<file path="config.mk">
export PLATFORM = sky130hd
export DESIGN_NAME = multi_digit_osd
export DESIGN_NICKNAME = d
export VERILOG_FILES = /design/src/rtl/osd_pkg.sv /design/src/rtl/osd_glyph_rom.sv /design/src/rtl/multi_digit_osd.sv
export SDC_FILE = /design/constraint.sdc
export NUM_CORES = 1
export LEC_CHECK = 0
export CAP_MARGIN = 0
export CELL_PAD_IN_SITES_DETAIL_PLACEMENT = 1
export CELL_PAD_IN_SITES_GLOBAL_PLACEMENT = 1
export CORE_MARGIN = 3
export CORE_UTILIZATION = 41
export CTS_CLUSTER_SIZE = 8
export DETAILED_ROUTE_END_ITERATION = 16
export MAX_ROUTING_LAYER = met4
export PLACE_DENSITY = 0.77
export SYNTH_ARGS = -nofsm -noshare
export SYNTH_HDL_FRONTEND = slang
export SYNTH_SLANG_ARGS = --single-unit
export TNS_END_PERCENT = 30
</file>
<file path="constraint.sdc">
create_clock -name clk -period 3.2 [get_ports clk]
set_input_delay 0.64 -clock clk [delete_from_list [all_inputs] [get_ports clk]]
set_output_delay 0.64 -clock clk [all_outputs]
set_load 0.03 [all_outputs]
</file>
<file path="src/rtl/osd_pkg.sv">
// Shared constants, types and the 16x16 seven-segment digit font used by the
// multi-digit on-screen-display overlay.
package osd_pkg;

  localparam int GLYPH_W = 16;
  localparam int GLYPH_H = 16;
  localparam logic [3:0] BLANK_CODE = 4'hA;
  localparam int LAT = 4;

  typedef logic [3:0] bcd_t;

  // Video timing triple carried alongside the pixel pipeline.
  typedef struct packed {
    logic vs;
    logic hs;
    logic de;
  } sync_t;

  typedef enum logic [2:0] {
    SEG_A = 3'd0,
    SEG_B = 3'd1,
    SEG_C = 3'd2,
    SEG_D = 3'd3,
    SEG_E = 3'd4,
    SEG_F = 3'd5,
    SEG_G = 3'd6
  } seg_e;

  // Bar masks in glyph bit order (bit 15 is column 0).
  localparam logic [GLYPH_W-1:0] ROW_H = 16'h0FF0;
  localparam logic [GLYPH_W-1:0] ROW_L = 16'h3000;
  localparam logic [GLYPH_W-1:0] ROW_R = 16'h000C;

  function automatic logic [6:0] seg_map(input bcd_t code);
    case (code)
      4'd0:    return 7'h3F;
      4'd1:    return 7'h06;
      4'd2:    return 7'h5B;
      4'd3:    return 7'h4F;
      4'd4:    return 7'h66;
      4'd5:    return 7'h6D;
      4'd6:    return 7'h7D;
      4'd7:    return 7'h07;
      4'd8:    return 7'h7F;
      4'd9:    return 7'h6F;
      default: return 7'h00;
    endcase
  endfunction

  // One 16-bit glyph row: horizontal bars on rows 1-2/7-8/13-14,
  // vertical bars on rows 3-6 and 9-12.
  function automatic logic [GLYPH_W-1:0] glyph_row(input bcd_t code, input logic [3:0] row);
    logic [6:0]         seg;
    logic [GLYPH_W-1:0] bits;
    seg  = seg_map(code);
    bits = '0;
    if (row inside {4'd1, 4'd2})
      bits = seg[SEG_A] ? ROW_H : '0;
    else if (row inside {[4'd3:4'd6]})
      bits = (seg[SEG_F] ? ROW_L : '0) | (seg[SEG_B] ? ROW_R : '0);
    else if (row inside {4'd7, 4'd8})
      bits = seg[SEG_G] ? ROW_H : '0;
    else if (row inside {[4'd9:4'd12]})
      bits = (seg[SEG_E] ? ROW_L : '0) | (seg[SEG_C] ? ROW_R : '0);
    else if (row inside {4'd13, 4'd14})
      bits = seg[SEG_D] ? ROW_H : '0;
    return bits;
  endfunction

endpackage

</file>
<file path="src/rtl/osd_glyph_rom.sv">
// Synchronous glyph ROM: address = code*16 + row, one registered 16-bit row out.
module osd_glyph_rom
  import osd_pkg::*;
(
  input  logic               clk,
  input  logic               i_en,
  input  logic [7:0]         i_addr,
  output logic [GLYPH_W-1:0] o_data
);

  logic [GLYPH_W-1:0] r_data;

  // NOTE: ROM read data is not reset; the pipeline's valid bit masks it until real data arrives.
  always_ff @(posedge clk) begin
    if (i_en) r_data <= glyph_row(bcd_t'(i_addr[7:4]), i_addr[3:0]);
  end

  assign o_data = r_data;

endmodule

</file>
<file path="src/rtl/multi_digit_osd.sv">
// Frame-coherent N-digit decimal overlay mask on a vsync/hsync/de pixel stream,
// with power-of-two magnification, leading-zero blanking and inverse video.
module multi_digit_osd
  import osd_pkg::*;
#(
  parameter int NUM_DIGITS = 4,
  parameter int W_PW       = 11,
  parameter int W_PH       = 11
) (
  input  logic                    clk,
  input  logic                    rst,
  input  logic [4*NUM_DIGITS-1:0] digits,
  input  logic [W_PW:0]           x,
  input  logic [W_PH:0]           y,
  input  logic [1:0]              scale,
  input  logic                    enable,
  input  logic                    blank_lz,
  input  logic                    invert,
  input  logic                    vsync,
  input  logic                    hsync,
  input  logic                    de,
  output logic                    vsync_o,
  output logic                    hsync_o,
  output logic                    de_o,
  output logic                    q
);

  logic          r_vsync_q;
  logic          r_de_q;
  logic [W_PW:0] r_px;
  logic [W_PH:0] r_ln;
  logic          w_vs_fall;
  logic          w_de_fall;

  bcd_t          r_sh_dig [NUM_DIGITS];
  logic [W_PW:0] r_sh_x;
  logic [W_PH:0] r_sh_y;
  logic [1:0]    r_sh_scale;
  logic          r_sh_en;
  logic          r_sh_lz;
  logic          r_sh_inv;

  assign w_vs_fall = !vsync && r_vsync_q;
  assign w_de_fall = !de && r_de_q;

  // NOTE: sequential state uses non-blocking assignments so every register samples pre-edge values.
  always_ff @(posedge clk) begin
    if (rst) begin
      r_vsync_q <= 1'b0;
      r_de_q    <= 1'b0;
      r_px      <= '0;
      r_ln      <= '0;
    end else begin
      r_vsync_q <= vsync;
      r_de_q    <= de;
      r_px      <= de ? r_px + 1'b1 : '0;
      // Frame start takes priority over the end-of-line increment.
      if (w_vs_fall)      r_ln <= '0;
      else if (w_de_fall) r_ln <= r_ln + 1'b1;
    end
  end

  always_ff @(posedge clk) begin
    if (rst) begin
      for (int i = 0; i < NUM_DIGITS; i++) r_sh_dig[i] <= '0;
      r_sh_x     <= '0;
      r_sh_y     <= '0;
      r_sh_scale <= '0;
      r_sh_en    <= 1'b0;
      r_sh_lz    <= 1'b0;
      r_sh_inv   <= 1'b0;
    end else if (w_vs_fall) begin
      for (int i = 0; i < NUM_DIGITS; i++) r_sh_dig[i] <= digits[4*(NUM_DIGITS-1-i) +: 4];
      r_sh_x     <= x;
      r_sh_y     <= y;
      r_sh_scale <= scale;
      r_sh_en    <= enable;
      r_sh_lz    <= blank_lz;
      r_sh_inv   <= invert;
    end
  end

  // Effective per-digit codes: leading zeros become blank, last digit always shown.
  bcd_t w_eff [NUM_DIGITS];
  logic w_zero_run;

  // NOTE: every always_comb output gets a default first so no latch is inferred.
  always_comb begin
    w_zero_run = r_sh_lz;
    for (int i = 0; i < NUM_DIGITS; i++) begin
      w_eff[i] = r_sh_dig[i];
      if (r_sh_dig[i] != 4'd0)                      w_zero_run = 1'b0;
      else if (w_zero_run && (i != NUM_DIGITS - 1)) w_eff[i]   = BLANK_CODE;
    end
  end

  // Stage 1: region compare at one extra bit so the far bound cannot wrap.
  logic [2:0]      w_cell_sh;
  logic [W_PW+1:0] w_x_end;
  logic [W_PH+1:0] w_y_end;
  logic            w_in_reg;

  assign w_cell_sh = 3'd4 + {1'b0, r_sh_scale};
  assign w_x_end   = {1'b0, r_sh_x} + ((W_PW+2)'(NUM_DIGITS) << w_cell_sh);
  assign w_y_end   = {1'b0, r_sh_y} + ((W_PH+2)'(GLYPH_H) << r_sh_scale);
  assign w_in_reg  = (r_px >= r_sh_x) && ({1'b0, r_px} < w_x_end) &&
                     (r_ln >= r_sh_y) && ({1'b0, r_ln} < w_y_end);

  logic          r1_act;
  logic [W_PW:0] r1_rx;
  logic [W_PH:0] r1_ry;

  // Stage 2: digit select and ROM address.
  logic [W_PW:0] w_idx;
  logic [W_PW:0] w_rx_s;
  logic [W_PH:0] w_ry_s;
  bcd_t          w_code;

  assign w_idx  = r1_rx >> w_cell_sh;
  assign w_rx_s = r1_rx >> r_sh_scale;
  assign w_ry_s = r1_ry >> r_sh_scale;

  always_comb begin
    w_code = BLANK_CODE;
    for (int i = 0; i < NUM_DIGITS; i++) begin
      if (w_idx == (W_PW+1)'(i)) w_code = w_eff[i];
    end
  end

  logic               r2_act;
  logic [7:0]         r2_addr;
  logic [3:0]         r2_col;
  logic               r3_act;
  logic [3:0]         r3_col;
  logic [GLYPH_W-1:0] w_rom_data;
  logic               r_q;
  sync_t              r_sync [LAT];

  osd_glyph_rom u_rom (
    .clk    (clk),
    .i_en   (r2_act),
    .i_addr (r2_addr),
    .o_data (w_rom_data)
  );

  always_ff @(posedge clk) begin
    if (rst) begin
      r1_act  <= 1'b0;
      r1_rx   <= '0;
      r1_ry   <= '0;
      r2_act  <= 1'b0;
      r2_addr <= '0;
      r2_col  <= '0;
      r3_act  <= 1'b0;
      r3_col  <= '0;
      r_q     <= 1'b0;
      for (int i = 0; i < LAT; i++) r_sync[i] <= '0;
    end else begin
      r1_act  <= de && r_sh_en && w_in_reg;
      r1_rx   <= r_px - r_sh_x;
      r1_ry   <= r_ln - r_sh_y;
      r2_act  <= r1_act;
      r2_addr <= {w_code, w_ry_s[3:0]};
      r2_col  <= w_rx_s[3:0];
      r3_act  <= r2_act;
      r3_col  <= r2_col;
      r_q     <= r3_act && (w_rom_data[4'(GLYPH_W-1) - r3_col] ^ r_sh_inv);
      r_sync[0] <= '{vs: vsync, hs: hsync, de: de};
      for (int i = 1; i < LAT; i++) r_sync[i] <= r_sync[i-1];
    end
  end

  assign vsync_o = r_sync[LAT-1].vs;
  assign hsync_o = r_sync[LAT-1].hs;
  assign de_o    = r_sync[LAT-1].de;
  assign q       = r_q;

endmodule

</file>
# ---- Word level (Yosys, flattened, before mapping)
# Memories as Yosys holds them, arrays and structs flattened. A register that Yosys moved wholly into a read port is not among the register bits.
# Cells that the tools add are included.
dict set report totals {
  register_bits 115
  latch_bits 0
  ramBits 28
  mem_bits_ro 112
  inputBits 50
  output_inout_bits 4
  wordCells 129
  memories 3
}
dict set report classes {
  addsub 8
  mul 0
  div_mod_pow 0
  n_lt_le_gt_ge 9
  eq_ne 9
  shift 5
  mux 42
  n_bitwise 12
  n_reduce_logical 21
}
# name words width rd rd_clocked_by_memory_dff wr line
set mem_list {}
lappend mem_list {{(name not given)} 16 7 1 1 0 osd_pkg.sv:35} ;# case (code)
lappend mem_list {r_sh_dig 4 4 4 0 4 multi_digit_osd.sv:35} ;# bcd_t r_sh_dig [NUM_DIGITS];
lappend mem_list {r_sync 4 3 4 0 4 multi_digit_osd.sv:137} ;# sync_t r_sync [LAT];
# op count
set op_table {}
lappend op_table {{two-way mux 16 bit} 5}
lappend op_table {{two-way mux 4 bit} 17}
lappend op_table {{two-way mux 12 bit} 3}
lappend op_table {{OR 16 bit} 2}
lappend op_table {{two-way mux 14 bit} 2}
lappend op_table {{adder 12 x 13 -> 13 bit} 2}
lappend op_table {{< comparator 12 x 13 -> 1 bit} 2}
lappend op_table {{adder 12 x 1 -> 12 bit (second input constant)} 2}
lappend op_table {{equality test 12 x 2 -> 1 bit (second input constant)} 2}
lappend op_table {{>= comparator 12 bit} 2}
lappend op_table {{>> shifter 12 x 2 -> 4 bit} 2}
lappend op_table {{subtractor 12 bit} 2}
lappend op_table {{<< shifter 3 x 3 -> 13 bit (first input constant)} 1}
lappend op_table {{<< shifter 5 x 2 -> 13 bit (first input constant)} 1}
lappend op_table {{equality test 12 x 1 -> 1 bit (second input constant)} 1}
lappend op_table {{equality test 4 bit (second input constant)} 3}
lappend op_table {{zero test 12 bit} 1}
lappend op_table {{two-way mux 3 bit} 4}
lappend op_table {{nonzero test 4 bit} 3}
lappend op_table {{>> shifter 12 x 3 -> 12 bit} 1}
lappend op_table {{logical AND 1 bit} 10}
lappend op_table {{two-way mux 1 bit} 9}
lappend op_table {{OR 1 bit} 8}
lappend op_table {{two-way mux 7 bit} 1}
lappend op_table {{16 further kinds} 20}

# ---- Logic depth before layout (Yosys ltp)
# An unclocked memory read counts as a cell.
dict set report depth {
  depth_word 9
  ltp_mapped 17
  ltp_nobuf 14
}

# ---- Modules after synthesis
# Synthesis repeated with hierarchy kept, for this count alone.
dict set report unflattened {
  cells_unflattened 689
  hier_area_um2 6545.0
}
# mod instances cells_each area_each_um2 seq_area_each_um2
set modules_own_cells {}
lappend modules_own_cells {multi_digit_osd 1 628 6059.6 2562.5}
lappend modules_own_cells {osd_glyph_rom 1 61 485.5 90.1}

# ---- Least setup slack after synthesis
# OpenSTA, ideal clock, no wires.
dict set report synth_path {
  path_type {register to register}
  startpoint {register r_sh_scale[1]}
  endpoint {register r1_act}
  setup_ns 0.092
  arrival_ns 3.393
  required_ns 3.108
  slack_ns -0.285
  path_stages_with_launch 17
  path_buffers 3
  synth_period_minus_slack_ns 3.485
  path_cell_list {dfxtp_1 -> clkbuf_1 -> buf_2 -> buf_1 -> nor2_1 -> ha_1 -> ha_1 -> o21ai_0 -> o21ai_0 -> a21oi_1 -> xnor2_1 -> ha_1 -> and4_1 -> a2111oi_0 -> a31oi_1 -> o32a_1 -> nor4_1}
}
dict set report synth_via {
  elab_chain_cells 8
  elab_cells_between_ends 11
  cone_classes {3 x add/sub; 2 x order compare; 2 x shift; 4 x reduce/logical}
}
# item line
set synth_rtl {}
lappend synth_rtl {{from (decl)} multi_digit_osd.sv:38} ;# logic [1:0] r_sh_scale;
lappend synth_rtl {{from (signal assigned)} multi_digit_osd.sv:76} ;# r_sh_scale <= scale;
lappend synth_rtl {{adder 3 x 2 -> 3 bit} multi_digit_osd.sv:103} ;# assign w_cell_sh = 3'd4 + {1'b0, r_sh_scale};
lappend synth_rtl {{<< shifter 3 x 3 -> 13 bit} multi_digit_osd.sv:104} ;# assign w_x_end = {1'b0, r_sh_x} + ((W_PW+2)'(NUM_DIGITS) << w_cell_sh);
lappend synth_rtl {{adder 12 x 13 -> 13 bit} multi_digit_osd.sv:104}
lappend synth_rtl {{< comparator 12 x 13 -> 1 bit} multi_digit_osd.sv:106} ;# assign w_in_reg = (r_px >= r_sh_x) && ({1'b0, r_px} < w_x_end) &&
lappend synth_rtl {{logical AND 1 bit (2 in series)} multi_digit_osd.sv:106}
lappend synth_rtl {{logical AND 1 bit (*)} multi_digit_osd.sv:107} ;# (r_ln >= r_sh_y) && ({1'b0, r_ln} < w_y_end);
lappend synth_rtl {{logical AND 1 bit (*)} multi_digit_osd.sv:159} ;# r1_act <= de && r_sh_en && w_in_reg;
lappend synth_rtl {{to (signal assigned)} multi_digit_osd.sv:159}
lappend synth_rtl {{to (decl)} multi_digit_osd.sv:109} ;# logic r1_act;
# Every way passes the cells marked *; elsewhere a longest branch is shown, timed or not.
# A chain may end at the register's enable or synchronous reset.

# ---- Worst setup path after layout
dict set report layout_path {
  startpoint {register r_sh_scale[0]}
  endpoint {register r1_act}
}
# The elaborated chain is that of the path after synthesis.

==> metrics.md <==
| Metric | Value |
|---|---|
| Synth Flop Type | dfxtp_1 |
| Clk_lat worst skew | 0.42 ns |
| Worst path arrival time | 3.32 ns |
| Power density cells | 549 nW/um^2 |
| Hold Path Class | flip-flop to flip-flop |
| CTS buffer count | 17 |
| Max_slew headroom | 0.348 |
| Die width | 130 um |
| Critical Path Source Type | flip-flop |
| CTS HTree Levels | 4 |
| F_max | 335 MHz |
| Mapped Cells | 661 |
| N_diodes | 0 |
| DRT iter0 DRCs | 213 |
| Wire per inst | 17.4 um |
| CP Data Required Time | 3.53 ns |
| Area grow syn2layout | 23.0% |
| Crit path capture type | flip-flop |
| Cell repeated most along the worst path | o21ai_0 |
| Crit share post-route | 0.933 |
| Top Ports | 54 |
| Synthesis Warnings | 0 |
| Final setup viols | 0 |
| Hold-fix buffers, CTS | 0 |
| Starting Density | 0.426 |
| HPWL Detailed | 11,800 um |
| Via count | 5,002 |
| Fillers | 1,673 |
| Lkg Pwr | 3.13 nW |
| Layout cell share with drive strength beyond 1 | 0.0976 |
| Area contributors post-synth | dfxtp_1 (33%), ha_1 (10%), edfxtp_1 (9.0%) |
| Detailed Routing Iterations Pass 1 | 4 |
| Final #Nets | 829 |
| Setup TNS | 0 ns |
| Vias in the first global route | 5,245 |
| Post-synth EDFFs | 19 |
| Rows | 44 |
| Crit path max fanout | 4 |
| Total power | 4.26 mW |
| Syn Area/Cell | 9.55 sq um |
| CTS sink cnt | 123 |
| Antenna violations before repair | 0 |
| Worst-path clk slew | 0.06 ns |
| Sequential share of the synthesized area | 0.420 |
| Root buf cell | clkbuf_16 |
| GPL Wtd Cong | 0.895 |
| Final Slew Violations | 0 |
| Final count of hold timing violations | 0 |
| First-pass GRT wire length | 26,300 um |
| Yosys top cell area share | 0.330 |
| Final Critical Period | 2.99 ns |
| WL final | 16,100 um |
| Maxcap violations | 0 |
| DRC | 0 |
| Die H | 130 um |
| Top cells by count, synth | dfxtp_1 (104), ha_1 (52), o21ai_0 (51) |
| Net count after synthesis | 765 |
| Core Area | 14,800 sq um |
| Port buffer count | 53 |
| Status | completed |
| Largest net degree at the start of global routing | 46 |
| Slew @ Worst Pin | 0.976 ns |
| Finished Core Util | 0.524 |
| Synthesized area | 6310 sq um |
| Most common cell in the netlist | dfxtp_1 |
| CTS tree | built |
| DRT antenna net count | 0 |
| Critical path type | flip-flop to flip-flop |
| Layout Skew | 0.00372 ns |
| Synth cell types | 58 |
| Via/cell ratio | 5.43 |
| Cell taking the most area after synthesis | dfxtp_1 |
| Crit-path cells | nor2_1 > ha_2 > o21ai_0 > nand3_1 > a2bb2oi_1 > nor2b_1 > o21ai_0 > xnor2_1 > ha_1 > o21a_1 > o21ai_0 > a31oi_1 > o32a_1 > nor4_2 |
| Max incr delay on CP | 0.36 ns |
| CTS max path bufs | 2 |
| Slowest-stage cell, CP | dfxtp_1 |
| Die area | 16,900 sq um |
| Asr flop ratio synth | 0 |
| Tot GR Track Use | 0.205 |
| Remaining Overflow, GRT | 0 |
| Worst vdd ir | 0.386 mV |
| Seq cells post-synth | 123 |
[cell families after synthesis]
group	synth area share
buf+inv	0.0444
flops	0.420
compound gates	0.137
simple gates	0.179
xor+xnor	0.0611
fa+ha+maj	0.109
mux	0.0486
[worst max-delay path: cells and delay by family, from the launching register on]
family / cells / cell delay, ns
XOR/XNOR: 1 / 0.17
AO/OA/AOI/OAI: 7 / 1.39
adder cells (fa/ha/maj): 2 / 0.45
flip-flops: 1 / 0.36
AND/OR/NAND/NOR: 4 / 0.52
[path summary, 6_finish.rpt]
| kind | start | to | slack, ns | cells past startpoint |
|---|---|---|---|---|
| worst max-delay path | r_sh_scale[0] | r1_act | 0.21 | 14 |
| worst max register to register | r_sh_scale[0] | r1_act | 0.21 | 14 |
| worst min register to register | r2_col[1] | r3_col[1] | 0.44 | 1 |
| worst min-delay path | r2_col[1] | r3_col[1] | 0.44 | 1 |
[where the power goes]
part           total [mW]  switching, mW  internal (mW)
clock network        2.07          0.696           1.37
logic               0.488          0.247          0.241
registers            1.70         0.0516           1.65
[repair_timing]
action,4_1_cts,5_1_grt
setup buffers,0,2
setup endpoints to repair,1,1
pin swaps,0,1
resized for setup,2,11
[state kept, by name, indices dropped and copies added, names as in the netlist, 4 cells and up, named ones only]
signal    flops
r1_rx        11
r_ln         12
r_px         12
r_sync       11
r_sh_x       12
r_sh_y       12
r2_addr       4
r_sh_dig     16
r1_ry         7
[cells in the final DEF, fill, tap and decap left out, types with 3 or more instances in the layout]
cell type	count
and4_1	3
a31o_2	3
mux4_2	10
buf_4	13
nand2_1	46
bufinv_16	5
nand3_1	18
nand2b_1	8
inv_1	45
o21ai_0	49
o21a_1	7
a221oi_1	3
a21oi_1	29
a21o_1	3
nor2b_1	36
clkbuf_16	17
nor2_1	48
dfxtp_1	103
clkinv_2	3
a22o_1	6
nor4_1	8
and3_1	24
xnor2_1	24
nor3_1	9
or3_1	4
xor2_1	20
ha_1	50
edfxtp_1	19
and2_1	5
mux2i_1	4
nor3b_1	3
clkdlybuf4s50_1	52
[routing by layer]
metal | global-route usage | part of all wire | vias to the layer above
li1 | - | - | 2455
met1 | 0.243 | 0.44 | 2452
met2 | 0.344 | 0.51 | 72
met3 | 0.0524 | 0.035 | 23
met4 | 0.0642 | 0.014 | 0
met5 | - | 0 | -
[cell type report]
cell class | count | area, sq um | area share
sequential | 123 | 2650 | 0.342
tap | 184 | 230 | 0.0297
clock inverter | 13 | 198 | 0.0255
inverter | 45 | 169 | 0.0218
multi-input combinational | 470 | 3410 | 0.440
timing repair buffer | 68 | 663 | 0.0855
clock buffer | 19 | 433 | 0.0558
[per-stage QoR]
step,hold WS [ns],setup WS (ns),area (sq um),cells
2_1_floorplan,0.414,0.0288,6320,661
3_3_place_gp,0.420,0.247,7080,888
3_5_place_dp,0.426,-0.0165,7080,888
4_1_cts,0.439,0.0393,7710,920
5_1_grt,0.459,-0.0515,7760,922
6_report,0.435,0.215,7760,922
No activity file was read; power rests on OpenSTA's default activity.
